`src/rtl/rv_mon_pkg.sv`:
```
// Shared types and constants for the rv_mc execution monitor and its trace FIFO.
package rv_mon_pkg;

  typedef enum logic [1:0] {
    ST_IDLE = 2'd0,
    ST_RUN  = 2'd1,
    ST_DONE = 2'd2
  } mon_state_t;

  localparam logic [1:0] CAUSE_NONE    = 2'b00;
  localparam logic [1:0] CAUSE_STUCK   = 2'b01;
  localparam logic [1:0] CAUSE_TIMEOUT = 2'b10;
  localparam logic [1:0] CAUSE_EBREAK  = 2'b11;

  localparam logic [31:0] EBREAK_INSTR = 32'h0010_0073;

  // Trace record layout: {fetch pc, rd address, rd data}.
  function automatic int trace_width(input int xlen);
    return 2 * xlen + 5;
  endfunction

endpackage

```
`src/rtl/rv_mon_trace_fifo.sv`:
```
// Synchronous FIFO with a registered head; a push into a full FIFO is dropped
// unless a pop happens in the same cycle.
module rv_mon_trace_fifo #(
  parameter int WIDTH = 69,
  parameter int DEPTH = 8
) (
  input  logic             clk,
  input  logic             reset,
  input  logic             push,
  input  logic [WIDTH-1:0] din,
  input  logic             pop_req,
  output logic             valid,
  output logic [WIDTH-1:0] dout,
  output logic             drop
);

  localparam int AW = $clog2(DEPTH);

  logic [WIDTH-1:0] mem [DEPTH];
  logic [AW-1:0]    rd_ptr, wr_ptr, rd_nxt;
  logic [AW:0]      count, count_nxt;
  logic             empty, full, do_push, do_pop;

  always_comb begin
    empty   = (count == '0);
    full    = (count == (AW+1)'(DEPTH));
    do_pop  = pop_req && !empty;
    do_push = push && (!full || do_pop);
    drop    = push && full && !do_pop;
    rd_nxt  = do_pop ? rd_ptr + AW'(1) : rd_ptr;
    count_nxt = count;
    if (do_push && !do_pop)
      count_nxt = count + (AW+1)'(1);
    else if (!do_push && do_pop)
      count_nxt = count - (AW+1)'(1);
  end

  assign valid = !empty;

  always_ff @(posedge clk) begin
    if (do_push)
      mem[wr_ptr] <= din;
  end

  always_ff @(posedge clk) begin
    if (!reset) begin
      rd_ptr <= '0;
      wr_ptr <= '0;
      count  <= '0;
      dout   <= '0;
    end else begin
      rd_ptr <= rd_nxt;
      count  <= count_nxt;
      if (do_push)
        wr_ptr <= wr_ptr + AW'(1);
      // The new head is either already stored or is the word being written now.
      if (count_nxt != '0) begin
        if (do_push && (rd_nxt == wr_ptr))
          dout <= din;
        else
          dout <= mem[rd_nxt];
      end
    end
  end

endmodule

```
`src/rtl/rv_exec_monitor.sv`:
```
// Execution monitor for rv_mc: counts fetches/cycles, detects stuck/timeout halts
// and buffers register-write trace records. Build option: RV_MON_EBREAK_HALT_EN.
module rv_exec_monitor
  import rv_mon_pkg::*;
#(
  parameter int XLEN           = 32,
  parameter int STUCK_LIMIT    = 5,
  parameter int TIMEOUT_CYCLES = 300,
  parameter int TRACE_DEPTH    = 8
) (
  input  logic            clk,
  input  logic            reset,
  input  logic [XLEN-1:0] pc,
  input  logic            ir_we,
  input  logic [XLEN-1:0] instr,
  input  logic            rf_we,
  input  logic [4:0]      rf_waddr,
  input  logic [XLEN-1:0] rf_wdata,
  output logic            trace_valid,
  input  logic            trace_ready,
  output logic [XLEN-1:0] trace_pc,
  output logic [4:0]      trace_addr,
  output logic [XLEN-1:0] trace_data,
  output logic            trace_overflow,
  output logic            done,
  output logic [1:0]      done_cause,
  output logic [XLEN-1:0] halt_pc,
  output logic [31:0]     instr_count,
  output logic [31:0]     cycle_count
);

  localparam int TW = trace_width(XLEN);
  localparam int SW = $clog2(STUCK_LIMIT + 1);
`ifdef RV_MON_EBREAK_HALT_EN
  localparam bit EBREAK_EN = 1'b1;
`else
  localparam bit EBREAK_EN = 1'b0;
`endif

  mon_state_t      state;
  logic [XLEN-1:0] last_fetch_pc;
  logic [SW-1:0]   same_cnt, same_inc;
  logic [31:0]     cycle_inc;
  logic            same_pc, is_ebreak, hit_stuck, hit_timeout;
  logic            trace_push, trace_drop;
  logic [TW-1:0]   trace_head;

  always_comb begin
    same_pc     = (pc == last_fetch_pc);
    same_inc    = same_cnt + SW'(1);
    cycle_inc   = cycle_count + 32'd1;
    is_ebreak   = EBREAK_EN && ir_we && (instr == XLEN'(EBREAK_INSTR));
    hit_stuck   = ir_we && same_pc && (same_inc == SW'(STUCK_LIMIT));
    hit_timeout = (cycle_inc == 32'(TIMEOUT_CYCLES));
    trace_push  = (state == ST_RUN) && rf_we && (rf_waddr != 5'd0);
  end

  always_ff @(posedge clk) begin
    if (!reset) begin
      state         <= ST_IDLE;
      last_fetch_pc <= '0;
      same_cnt      <= '0;
      done          <= 1'b0;
      done_cause    <= CAUSE_NONE;
      halt_pc       <= '0;
      instr_count   <= '0;
      cycle_count   <= '0;
    end else begin
      case (state)
        ST_IDLE: begin
          if (ir_we) begin
            state         <= ST_RUN;
            instr_count   <= 32'd1;
            last_fetch_pc <= pc;
            same_cnt      <= '0;
          end
        end
        ST_RUN: begin
          cycle_count <= cycle_inc;
          if (ir_we) begin
            instr_count   <= instr_count + 32'd1;
            last_fetch_pc <= pc;
            same_cnt      <= same_pc ? same_inc : '0;
          end
          if (is_ebreak) begin
            state      <= ST_DONE;
            done       <= 1'b1;
            done_cause <= CAUSE_EBREAK;
            halt_pc    <= pc;
          end else if (hit_stuck) begin
            state      <= ST_DONE;
            done       <= 1'b1;
            done_cause <= CAUSE_STUCK;
            halt_pc    <= pc;
          end else if (hit_timeout) begin
            // Report the most recent fetch, including one landing on this edge.
            state      <= ST_DONE;
            done       <= 1'b1;
            done_cause <= CAUSE_TIMEOUT;
            halt_pc    <= ir_we ? pc : last_fetch_pc;
          end
        end
        ST_DONE: state <= ST_DONE;
        default: state <= ST_IDLE;
      endcase
    end
  end

  always_ff @(posedge clk) begin
    if (!reset)
      trace_overflow <= 1'b0;
    else if (trace_drop)
      trace_overflow <= 1'b1;
  end

  rv_mon_trace_fifo #(
    .WIDTH (TW),
    .DEPTH (TRACE_DEPTH)
  ) u_trace_fifo (
    .clk     (clk),
    .reset   (reset),
    .push    (trace_push),
    .din     ({last_fetch_pc, rf_waddr, rf_wdata}),
    .pop_req (trace_ready),
    .valid   (trace_valid),
    .dout    (trace_head),
    .drop    (trace_drop)
  );

  assign {trace_pc, trace_addr, trace_data} = trace_head;

endmodule

```
`config.mk`:
```
export PLATFORM = sky130hd
export DESIGN_NAME = rv_exec_monitor
export DESIGN_NICKNAME = d
export VERILOG_FILES = /design/src/rtl/rv_mon_pkg.sv /design/src/rtl/rv_mon_trace_fifo.sv /design/src/rtl/rv_exec_monitor.sv
export SDC_FILE = /design/constraint.sdc
export NUM_CORES = 1
export LEC_CHECK = 0
export CAP_MARGIN = 15
export CORE_ASPECT_RATIO = 0.6
export CORE_MARGIN = 2
export CORE_UTILIZATION = 50
export CTS_BUF_LIST = sky130_fd_sc_hd__clkbuf_8
export DETAILED_ROUTE_END_ITERATION = 12
export GPL_ROUTABILITY_DRIVEN = 0
export PLACE_DENSITY = 0.71
export SLEW_MARGIN = 30
export SYNTH_ARGS = -nofsm -noshare
export SYNTH_HDL_FRONTEND = slang
export SYNTH_SLANG_ARGS = --single-unit
```
`constraint.sdc`:
```
create_clock -name clk -period 13.2 [get_ports clk]
set_input_delay 2.64 -clock clk [delete_from_list [all_inputs] [get_ports clk]]
set_output_delay 2.64 -clock clk [all_outputs]
set_load 0.01 [all_outputs]
```
* Word-level counts from Yosys, hierarchy flattened
Memory sizes are Yosys's and may differ from the RTL's. A register that Yosys moved wholly into a read port is not among the register bits. Cells that the tools add are included.
Cells by class: add/sub/neg operators 7, mux-type cells 22, reductions and logical operators 26, eq/ne operators 9
Operators by type and width (number):
- $mux 32 | 5
- $add 32x1->32 const B | 2
- $pmux 32 s2 | 1
- $eq 32x32->1 | 1
- $eq 32x9->1 const B | 1
- $mux 3 | 4
- $logic_and 1x1->1 | 10
- $add 3x1->3 const B | 3
- $mux 2 | 4
- $mux 4 | 2
- $pmux 2 s3 | 1
- $pmux 3 s2 | 1
- $logic_not 1->1 | 5
- $reduce_bool 5->1 | 1
- $add 4x1->4 const B | 1
- $eq 4x4->1 const B | 1
- $logic_not 4->1 | 1
- $mux 1 | 4
- $ne 2x2->1 const B | 2
- $reduce_and 2->1 | 2
- $reduce_bool 2->1 | 2
- $reduce_bool 4->1 | 1
- $sub 4x1->4 const B | 1
- $eq 3x3->1 const B | 1
- other kinds (7) | 7
Word-level totals: RAM bits 552, memories kept 1, logic and storage cells 77, bits in registers 147, output and inout bits 170
Memories:
- u_trace_fifo.mem | depth 8, width 69, read ports 1, clocked after Yosys merged registers in 1, write ports 1, line rv_mon_trace_fifo.sv:19 | logic [WIDTH-1:0] mem [DEPTH];

* Logic depth before layout (Yosys ltp)
Gate-level depths: netlist of run 1.
depth after elaboration 10, depth in mapped cells 14, mapped depth without buffers 10

* Cells and area by module
From an unflattened synthesis of run 1, not the netlist that was laid out.
Unflattened totals: cells, all modules 3300, area, all modules 38413.1 um^2
Modules (own cells, without submodules):
- rv_mon_trace_fifo | area an instance 30271.5 um^2, sequential area each 18157.4 um^2, cells each 2321, instances 1
- rv_exec_monitor | area an instance 8141.6 um^2, sequential area each 2742.6 um^2, cells each 979, instances 1

* Worst setup path before layout of run 1
Ideal clock, no wire load.
path type input port to flip-flop, start point input trace_ready, end point memory u_trace_fifo.mem[0][0], enable pin, stages 4, data arrival time 10.428 ns, setup time 0.691 ns, data required time 12.509 ns, buffers on the path 1, path slack 2.081 ns, cells stage by stage or4bb_1 o2111a_1 clkbuf_1 nor4b_1
On the way: word-level cells in the longest chain between the ends 5
RTL lines:
- start, declared | line rv_exec_monitor.sv:20 | input logic trace_ready,
- $logic_and 1x1->1 | line rv_mon_trace_fifo.sv:27 | do_pop = pop_req && !empty;
- $logic_or 1x1->1 | line rv_mon_trace_fifo.sv:28 | do_push = push && (!full || do_pop);
- $logic_and 1x1->1 | line rv_mon_trace_fifo.sv:28
- $mux 1 | line rv_mon_trace_fifo.sv:41 | if (do_push)
- $mux 1 (not written as such) | line rv_mon_trace_fifo.sv:42 | mem[wr_ptr] <= din;
- end, declared | line rv_mon_trace_fifo.sv:19
No other way between the ends.

* Final worst setup path of run 1
start point input trace_ready, end point register u_trace_fifo.dout[63] (read register of u_trace_fifo.mem)
On the way: word-level cells in the longest chain between the ends 8, elaborated cells on any way between the ends 11
RTL lines:
- $logic_and 1x1->1 (*) | line rv_mon_trace_fifo.sv:27
- $logic_or 1x1->1 | line rv_mon_trace_fifo.sv:28
- $logic_and 1x1->1 | line rv_mon_trace_fifo.sv:28
- $logic_not 1->1 | line rv_mon_trace_fifo.sv:34 | else if (!do_push && do_pop)
- $logic_and 1x1->1 | line rv_mon_trace_fifo.sv:34
- $mux 4 | line rv_mon_trace_fifo.sv:34
- $mux 4 | line rv_mon_trace_fifo.sv:32 | if (do_push && !do_pop)
- $reduce_bool 4->1 | line rv_mon_trace_fifo.sv:57 | if (count_nxt != '0) begin
- end, declared | line rv_mon_trace_fifo.sv:13 | output logic [WIDTH-1:0] dout,
Mark *: on every way between the ends. The rest lies on a longest branch, timed or not. A chain may end at the register's enable or synchronous reset.

==> results of run 1 <==
==> worst max-delay path by stage <==
stage,to,slack [ns],cells past startpoint,startpoint
6_report,u_trace_fifo.dout[63],7.56,9,trace_ready
5_1_grt,u_trace_fifo.dout[63],7.23,9,trace_ready
4_1_cts,u_trace_fifo.dout[63],7.43,9,trace_ready
3_5_place_dp,u_trace_fifo.dout[67],6.65,9,trace_ready
3_3_place_gp,u_trace_fifo.dout[67],6.69,9,trace_ready
2_1_floorplan,u_trace_fifo.mem[0][0],2.08,4,trace_ready
==> per-layer routing <==
layer	share of wire, %	wire (um)	vias to the layer above	GRT usage (%)
met4	1.8	1330	0	5.84
met2	46	34500	707	35.6
met1	45	33800	9478	33.6
met5	0	0	-	0
li1	-	-	8285	-
met3	6.9	5160	103	4.19
==> worst max-delay path, delay by kind of cell <==
kind,cells,cell delay [ns]
AOI/OAI and AO/OA,1,0.09
xor gates and xnor gates,1,0.18
buffers and inverters,3,1.91
and+or+nand+nor,1,0.33
muxes,3,1.05
==> logic make-up after synthesis <==
family / Yosys count / share of synthesized area, %
compound gates: 162 / 3.34
xor+xnor: 108 / 3.05
fa+ha+maj: 11 / 0.440
buf+inv: 144 / 2.04
flops: 768 / 66.8
mux: 344 / 16.9
simple gates: 495 / 7.47
==> through the flow <==
step                hold slack (ns)  setup slack [ns]  area (sq um)  power, mW  util [%]
detailed placement            0.449              6.65         34700       4.84      56.5
floorplan                     0.435              2.08         31300       4.24         -
global route                  0.468              7.23         36800       6.85      59.9
CTS                           0.458              7.43         36800       6.61      59.9
finish                        0.463              7.56         36800       6.54      59.9
global placement              0.444              6.69         34600       4.79      56.3
==> power breakdown <==
| group | switching [mW] | internal (mW) |
|---|---|---|
| sequential | 0.109 | 2.73 |
| clock | 0.904 | 0.870 |
| combinational | 0.944 | 0.986 |
==> synthesized netlist by cell type (3+ instances only) <==
cell        n
ha_1       11
a21oi_1    45
nor3b_1     4
o21ai_0    11
buf_1       5
o21a_1      4
buf_2      33
inv_1      11
nand3_1    33
xnor2_1    28
and2_1      6
mux4_2    138
nor4_1     12
edfxtp_1  552
or3_1      12
nor3_1     13
xor2_1     79
mux2i_1   105
nor2b_1     5
dfxtp_1   216
nand2_1   253
o211ai_1    3
and4_1      7
mux2_2    101
buf_12      3
nor2_1     83
nand4_1    26
and3_1     14
or4_1       3
a31oi_1     3
o21ai_1     4
clkbuf_1   89
o22ai_1    70
==> sequential cells by signal, indices dropped and copies added (netlist names) <==
name and flops:
cycle_count 32, done 1, done_cause 2, halt_pc 32, instr_count 32, last_fetch_pc 32
same_cnt 3, state 2, trace_overflow 1, u_trace_fifo.count 4, u_trace_fifo.dout 69, u_trace_fifo.mem 552
u_trace_fifo.rd_ptr 3, u_trace_fifo.wr_ptr 3
==> area by class of cell <==
class	count	area [sq um]
Antenna cell	3	7.51
Clock buffer	121	1670
Clock inverter	86	422
Fill cell	4554	24600
Inverter	12	45.0
Multi-Input combinational cell	1120	9920
Sequential cell	768	20900
Tap cell	828	1040
Timing Repair Buffer	279	2780
==> results by group, run 1 <==
Worst hold path
  • Hold path start: state[1]
  • Hold EP: state[1]
  • Worst hold stages: 2
  • Hold Crit Class: flip-flop to flip-flop

Timing
  • RSZ-0062 raised after global routing: false
  • Slew Limit Headroom: around a third
  • Fin crit period: 5.64 ns
  • TNS Setup: 0 ns
  • Fin Clk Skew: between 0.03 and 0.04 ns
  • Hold violation total from the final report: 0
  • FMAX: 177 MHz
  • Final Max Tran Viols: 0
  • Worst-Margin Slew: 0.971 ns
  • Final setup viols: 0
  • Period utilisation layout: 42.7%

Layout
  • Most common cell after layout, fill and taps aside: edfxtp_1
  • Syn-to-layout area delta: 17.4%
  • # nets final: 2407
  • Non-filler cells, final: ~3200
  • Highest-count cells in the layout ignoring fill and taps: edfxtp_1, nand2_1, clkdlybuf4s50_1, dfxtp_1, mux4_2
  • Share of layout cells above drive strength 1: 19.1%

Detailed routing
  • Antenna-violating nets left: 0
  • Drt first pass iters: 6
  • Total Wirelength: 74800 um
  • DRC Markers: 0
  • Wire length per cell: 23.2 um
  • Vias/cell: between 5 and 6
  • DRT iter0 DRCs: 1661
  • Via Count: approximately 19000

Flow run
  • Max-Cap Viols: 0

Clocking
  • Clock Tree Buf Depth: 3
  • Post-CTS Hold Buffers: 0
  • Root buf cell: clkbuf_8
  • Worst-Skew Late Latency: 0.72 ns
  • Setup Fix Bufs, Post-CTS: 0
  • CTS Buf Count: 109
  • CTS H-tree lvls: 3
  • Reg clk slew, reported paths: 0.06 ns
  • CTS tree: yes
  • CTS sink count: 768
  • Post-cts gate resize count: 0

Synth
  • Yosys warns: 0
  • Post-synth cell types: 73
  • Post-synth EDFFs: 552
  • Seq cells post-synth: 768
  • Sequential area share after synthesis: 66.8%
  • Post-synth top area cell: edfxtp_1
  • Area contributors post-synth: edfxtp_1, dfxtp_1, mux4_2, mux2_2, mux2i_1
  • Asr flop ratio synth: 0%
  • Area share of the largest cell type after synthesis: 52.9%
  • Mapped Cells: 2032
  • Post-Synthesis Cell Area: between 30000 and 40000 sq um
  • Syn Nets: ~2100
  • Ys flop type: edfxtp_1
  • Mean Syn Cell Area: 15.4 sq um

Critical path
  • Max FO, Critical Path: 99
  • Critical path type: primary input to flip-flop
  • Depth of the worst register-to-register path: 11
  • Slowest cell delay on critical path: about 0.80 ns
  • Slowest CP cell: buf_4
  • Critical Path RT: 13.77 ns
  • Critical Path, Cell by Cell: clkdlybuf4s50_1, and2_1, xnor2_4, buf_12, buf_4, mux4_2, mux2_2, mux2i_1, o22ai_1
  • Critical path endpoint category: flip-flop
  • R2r setup slk: 8.93 ns
  • R2R Path Start: u_trace_fifo.count[0]
  • Crit path DAT: 6.21 ns
  • R2R Path End: u_trace_fifo.dout[63]
  • Critical Path Source Type: primary input

Global route
  • First-pass GRT wire length: 112000 um
  • Total grt overflow: 0
  • Pin count of the biggest net entering global routing: 140
  • Initial antenna violation count: 2
  • Total track usage: between 20% and 30%
  • Vias in the first global route: 18600

Floorplan
  • Core Rows: 70
  • Initial Util: 51.0%
  • Die area: 64700 sq um
  • Core Region: between 60000 and 70000 sq um
  • Io pins: between 200 and 300
  • DIE HEIGHT: 198 um
  • Die width: 327 um

Pwr
  • Leak: around 13 nW
  • Power Density: 178 nW/um^2
  • VDD IR max: 325 uV

Placement
  • I/O Buffers: between 200 and 250
  • DP HPWL: 43200 um
  • Post-Place Cells: 3007

Run status
  • Status: completed
Power figures use the tool's default switching activity.
==> run 2: changes to the inputs <==
Settings changed: PLACE_DENSITY 0.71 to 0.73.
Clock period 13.2 ns to 5.01 ns, I/O delays scaled along.
==> run 2 against run 1 <==
Compared with the run above:
- count of clock-buffer cells in the layout shrank 5
- wire length grew 0.13%
- first-iteration DRC count grew 2.5%
- critical path depth is the same
- flip-flop and latch count is the same
- hold slack lost 0.0050 ns
- die area is the same
- clock power grew to 2.8 times the previous value
- critical path type is now flip-flop to flip-flop
- critical endpoint is now halt_pc[0]
==> results by group, run 2 (synthesis gave the netlist of run 1 again) <==
Run status
  • Status: completed

Global route
  • Total grt overflow: 0 (unchanged)
  • Initial antenna violation count: 5 (+3)
  • Pin count of the biggest net entering global routing: 71 (-49%)
  • Most Used Layer, Global Route: met2
  • Met3 Use GR: 4.84% (+0.65 points)
  • Vias in the first global route: 18700 (+0.58%)
  • Met2 usage: 36.2% (+0.63 points)
  • First-pass GRT wire length: 113000 um (+0.35%)
  • Total track usage: 23.0% (+0.11 points)
  • Met1 Use GR: 32.6% (-0.97 points)

Floorplan
  • Die width: 327 um (unchanged)
  • Core Region: 61400 sq um (unchanged)
  • DIE HEIGHT: 198 um (unchanged)
  • Initial Util: 51.0% (unchanged)
  • Die area: 64700 sq um (unchanged)
  • Core Rows: 70 (unchanged)
  • Io pins: 276 (unchanged)

Worst hold path
  • Hold Crit Class: flip-flop to flip-flop

Pwr
  • Power Density: 478 nW/um^2 (+170%)
  • Combinational group share of total power: 29.6% (about the same)
  • Leak: 12.9 nW (+1.0%)
  • Sw frac: 29.3% (-0.58 points)
  • Sw Pwr: 5.20 mW (+170%)
  • Clock Power Share: 28.3% (+1.2 points)
  • VDD IR max: 328 uV (+0.90%)
  • Sequential share of power: 42.1% (-1.3 points)
  • P_int: 12.5 mW (+170%)

Detailed routing
  • Total Wirelength: 74900 um (+0.13%)
  • DRT iter0 DRCs: 1702 (+2.5%)
  • DRC Markers: 0 (unchanged)
  • Vias/cell: 5.79 (+0.24%)
  • Via Count: 18600 (+0.27%)
  • Drt first pass iters: 5 (-1)
  • Antenna-violating nets left: 0 (unchanged)
  • Wire length per cell: 23.3 um (about the same)

Clocking
  • Worst-Skew Late Latency: 0.74 ns (+0.02 ns)
  • Reg clk slew, reported paths: 0.07 ns (about the same)
  • CTS H-tree lvls: 3 (unchanged)
  • CTS Buf Count: 106 (-2.8%)
  • CTS tree: yes
  • Setup Fix Bufs, Post-CTS: 0 (unchanged)
  • Clock Tree Buf Depth: 3 (unchanged)
  • CTS sink count: 768 (unchanged)
  • Root buf cell: clkbuf_8
  • Post-CTS Hold Buffers: 0 (unchanged)
  • Post-cts gate resize count: 0 (unchanged)

Timing
  • FMAX: 242 MHz
  • Hold violation total from the final report: 0 (unchanged)
  • Final Max Tran Viols: 0 (unchanged)
  • Slew Limit Headroom: 41.2% (+5.9 points)
  • RSZ-0062 raised after global routing: false
  • Fin crit period: 4.14 ns
  • Slack of the critical path: 0.872 ns (-6.69 ns)
  • Worst-Margin Slew: 0.863 ns (-0.107 ns)
  • Final setup viols: 0 (unchanged)
  • TNS Setup: 0 ns (unchanged)
  • Period utilisation layout: 82.6%
  • Fin Clk Skew: 0.0379 ns (+0.00138 ns)

Layout
  • # nets final: 2410 (+0.12%)
  • Non-filler cells, final: 3218 (+0.031%)
  • Syn-to-layout area delta: 18.5%
  • Multi-input logic area: 9950 sq um (+0.32%)
  • Largest register FFs: 552 (unchanged)
  • Share of layout cells above drive strength 1: 19.2% (+0.13 points)
  • Final-layout fill cell count: 4505 (-1.1%)
  • Sequential Area: 20900 sq um (unchanged)
  • Top Registers: u_trace_fifo.mem: 552 flops, u_trace_fifo.dout: 69 flops
  • Highest-count cells in the layout ignoring fill and taps: edfxtp_1, nand2_1, clkdlybuf4s50_1, dfxtp_1, mux4_2
  • Most common cell after layout, fill and taps aside: edfxtp_1
  • Register bank with the most flops: u_trace_fifo.mem

Placement
  • Pre-CTS setup slack: 0.657 ns (-5.99 ns)
  • Post-Place Cells: 3013 (+0.20%)
  • DP HPWL: 43800 um (+1.4%)
  • I/O Buffers: 243 (unchanged)

Critical path
  • Critical path endpoint category: flip-flop
  • Max FO, Critical Path: 18 (-82%)
  • Critical Path Source Type: flip-flop
  • Critical Path RT: 5.65 ns (-8.12 ns)
  • Critical path type: flip-flop to flip-flop
  • Crit path DAT: 4.78 ns (-1.43 ns)

Flow run
  • Max-Cap Viols: 0 (unchanged)
run 2: changes by cell type in the layout (fill, tap and decap cells not counted), sizes merged:
cell and delta:
bufinv +8, clkbuf -5, clkinvlp -3, diode +1
clkinv -6, buf +6
run 2: cell type report:
cell class	count	share of cell area (%)
Sequential cell	768	56.3
Multi-Input combinational cell	1120	26.8
Timing Repair Buffer	285	7.90
Clock buffer	116	4.30
Tap cell	828	2.79
Clock inverter	85	1.71
Inverter	12	0.128
Antenna cell	4	0.0270
run 2: metrics by stage:
step	utilization [%]	hold WS [ns]	power [mW]	area (sq um)
after detailed placement	56.8	0.454	12.9	34900
after global placement	56.8	0.445	12.8	34900
after global routing	60.4	0.484	18.5	37100
final	60.4	0.458	17.7	37100
after CTS	60.4	0.463	17.9	37100
after floorplan	-	0.435	11.2	31400
run 2: final timing paths:
check	from	to	slack, ns	cells after the start
setup / recovery	cycle_count[8]	halt_pc[0]	0.87	9
setup reg to reg	cycle_count[8]	halt_pc[0]	0.87	9
hold reg to reg	halt_pc[20]	halt_pc[20]	0.46	2
hold / removal	halt_pc[20]	halt_pc[20]	0.46	2
run 2: critical path: stages, from the launching register on:
cell and delay [ns]:
dfxtp_1 0.57, nand4_1 0.24, or3_1 0.57, nor3_1 0.56, xnor2_1 0.23, nand4b_1 0.12, or4_4 0.54, o21ai_4 0.69
buf_12 0.28, mux2i_1 0.21
run 2: routing by layer:
layer	vias to the layer above	share of wire (%)
li1	8287	-
met1	9517	43
met2	713	47
met3	104	7.6
met4	2	2.0
met5	-	0.0094
run 2: power by group through the flow:
stage	clock [mW]	combinational, mW	sequential [mW]
after floorplan	0	3.56	7.60
after global routing	5.37	5.62	7.51
after CTS	5.11	5.31	7.47
after global placement	0	5.19	7.58
after detailed placement	0	5.28	7.61
final	5.02	5.24	7.47
==> run 3: changes to the inputs <==
Settings changed: PLACE_DENSITY 0.73 to 0.71.
Clock period 5.01 ns to 4.2 ns, I/O delays scaled along.
==> run 3 against run 2 <==
Compared with the run above:
- count of clock-buffer cells in the layout grew 1
- wire length grew 0.55%
- first-iteration DRC count is 11% higher
- critical path depth is 1 higher
- sequential share of layout area is essentially flat
- die area did not move
- global-route usage increased by 0.17 points
- cell area about the same
- cell count is 0.19% higher
- hold slack improved by 0.0037 ns
- total power is 18% higher
- sequential power increased by 19%
- highest routed layer is now met4
==> results by group, run 3 (synthesis gave the netlist of run 1 again) <==
Run status
  • Status: completed

Layout
  • # nets final: 2423 (+0.54%)
  • Share of layout cells above drive strength 1: 19.8% (+0.64 points)
  • Final-layout fill cell count: 4567 (+1.4%)
  • Top Registers: u_trace_fifo.mem: 552 flops, u_trace_fifo.dout: 69 flops
  • Most common cell after layout, fill and taps aside: edfxtp_1
  • Register bank with the most flops: u_trace_fifo.mem
  • Syn-to-layout area delta: 18.5% (about the same)
  • Largest register FFs: 552 (unchanged)
  • Highest-count cells in the layout ignoring fill and taps: edfxtp_1, nand2_1, clkdlybuf4s50_1, dfxtp_1, mux4_2

Detailed routing
  • Metal-1 WL: 34100 um (+4.9%)
  • Top layer reached by signal wires: met4
  • DRC Markers: 0 (unchanged)
  • Metal3 WL: 5440 um (-3.7%)
  • DRT iter0 DRCs: 1881 (+11%)
  • Vias/cell: 5.80 (+0.31%)
  • Met2 wire len: 34200 um (-2.9%)
  • Antenna-violating nets left: 0 (unchanged)
  • Wire length per cell: 23.3 um (+0.36%)
  • Via Count: 18700 (+0.49%)
  • Drt first pass iters: 7 (+2)
  • Total Wirelength: 75300 um (+0.55%)

Global route
  • Total grt overflow: 0 (unchanged)
  • Vias in the first global route: 18300 (-2.0%)
  • Initial antenna violation count: 0 (-5)
  • First-pass GRT wire length: 113000 um (about the same)
  • Total track usage: 23.2% (+0.17 points)
  • Pin count of the biggest net entering global routing: 70 (-1.4%)

Timing
  • Fin crit period: 3.68 ns (-0.462 ns)
  • Fin Clk Skew: 0.0324 ns (-0.00553 ns)
  • Hold violation total from the final report: 0 (unchanged)
  • FMAX: 272 MHz (+13%)
  • Period utilisation layout: 87.5% (+4.9 points)
  • Final setup viols: 0 (unchanged)
  • Worst-Margin Slew: 0.916 ns (+0.0523 ns)
  • RSZ-0062 raised after global routing: false
  • Slew Limit Headroom: 38.9% (-2.4 points)
  • Slack of the critical path: 0.524 ns (-0.348 ns)
  • Final Max Tran Viols: 0 (unchanged)

Clocking
  • CTS H-tree lvls: 3 (unchanged)
  • CTS sink count: 768 (unchanged)
  • Setup Fix Bufs, Post-CTS: 0 (unchanged)
  • CTS tree: yes
  • Post-cts gate resize count: 0 (unchanged)
  • Clock Tree Buf Depth: 3 (unchanged)
  • Root buf cell: clkbuf_8
  • CTS Buf Count: 106 (unchanged)
  • Reg clk slew, reported paths: 0.07 ns (about the same)
  • Worst-Skew Late Latency: 0.73 ns (about the same)
  • Post-CTS Hold Buffers: 0 (unchanged)

Worst hold path
  • Hold EP: halt_pc[18]
  • Hold path start: halt_pc[18]
  • Worst hold stages: 2 (unchanged)
  • Hold Crit Class: flip-flop to flip-flop

Critical path
  • Max FO, Critical Path: 23 (+5)
  • Critical Path RT: 4.79 ns (-0.86 ns)
  • R2R Path End: u_trace_fifo.dout[68]
  • Critical path endpoint category: flip-flop
  • R2r setup slk: 0.52 ns (-0.35 ns)
  • Depth of the worst register-to-register path: 10 (+1)
  • Crit path DAT: 4.27 ns (-0.51 ns)
  • Critical Path, Cell by Cell: inv_1, ha_1, or3b_1, and2_1, xnor2_4, buf_4, mux4_2, mux2_2, mux2i_1, o22ai_1
  • Critical Path Source Type: flip-flop
  • Slowest cell delay on critical path: 0.58 ns (-0.11 ns)
  • R2R Path Start: u_trace_fifo.count[0]
  • Critical path type: flip-flop to flip-flop
  • Slowest CP cell: mux4_2

Pwr
  • Design Power: 21.0 mW (+18%)
  • Leak: 12.9 nW (-0.10%)
  • VDD IR max: 814 uV (+150%)
  • Power Density: 565 nW/um^2 (+18%)

Floorplan
  • Io pins: 276 (unchanged)
  • Core Region: 61400 sq um (unchanged)
  • Core Rows: 70 (unchanged)
  • Die width: 327 um (unchanged)
  • Initial Util: 51.0% (unchanged)
  • DIE HEIGHT: 198 um (unchanged)
  • Die area: 64700 sq um (unchanged)

Placement
  • I/O Buffers: 243 (unchanged)
  • Pre-CTS setup slack: 0.227 ns (-0.430 ns)
  • DP HPWL: 45300 um (+3.3%)

Flow run
  • Max-Cap Viols: 0 (unchanged)
==> run 3: cell count changes in the layout (fill, tap and decap cells not counted), moves of 3 or more <==
| cell | delta |
|---|---|
| inv_1 | -7 |
| clkinvlp_4 | +4 |
| bufinv_16 | -3 |
| diode_2 | -3 |
| clkinv_2 | +6 |
| buf_4 | +11 |
==> run 3: per-stage QoR <==
stage	util, %	setup TNS, ns	cells	area (sq um)	hold WS [ns]
final	60.4	0	3224	37100	0.461
after global routing	60.4	0	3223	37100	0.473
after CTS	60.4	0	3222	37100	0.454
after detailed placement	56.9	0	3025	35000	0.450
after global placement	56.9	0	3025	35000	0.445
after floorplan	-	-166.26	2032	31400	0.435
==> run 3: layout make-up <==
class,count,area [sq um],area share [%]
Antenna cell,1,2.50,0.00675
Clock inverter,80,519,1.40
Timing Repair Buffer,298,3050,8.21
Multi-Input combinational cell,1120,9940,26.8
Tap cell,828,1040,2.79
Inverter,12,45.0,0.121
Clock buffer,117,1610,4.34
Sequential cell,768,20900,56.3
==> run 3: power breakdown <==
group          internal [mW]  switching, mW
Sequential              8.58          0.341
Combinational           3.27           3.02
Clock                   2.94           2.82
==> run 3: critical path, delay by kind of cell (launching register included) <==
family	cells	cell delay, ns
adders and majority gates	1	0.19
muxes	3	1.23
buffers and inverters	2	0.61
xor gates and xnor gates	1	0.31
DFF	1	0.36
AOI/OAI and AO/OA	1	0.13
and+or+nand+nor	2	0.72
==> run 3: per-layer routing <==
| layer | vias up | global-route usage (%) |
|---|---|---|
| met5 | - | 0 |
| met1 | 9619 | 34.2 |
| met3 | 117 | 5.29 |
| li1 | 8313 | - |
| met2 | 666 | 34.9 |
| met4 | 0 | 6.27 |
==> run 3: worst max path at each step <==
stage                                         to                   from  slack, ns
after global routing       u_trace_fifo.dout[68]  u_trace_fifo.count[0]       0.28
after CTS                  u_trace_fifo.dout[68]  u_trace_fifo.count[0]       0.50
final                      u_trace_fifo.dout[68]  u_trace_fifo.count[0]       0.52
after floorplan           u_trace_fifo.mem[6][0]            trace_ready      -0.58
after global placement     u_trace_fifo.dout[68]            rf_waddr[2]       0.28
after detailed placement   u_trace_fifo.dout[68]            rf_waddr[2]       0.23
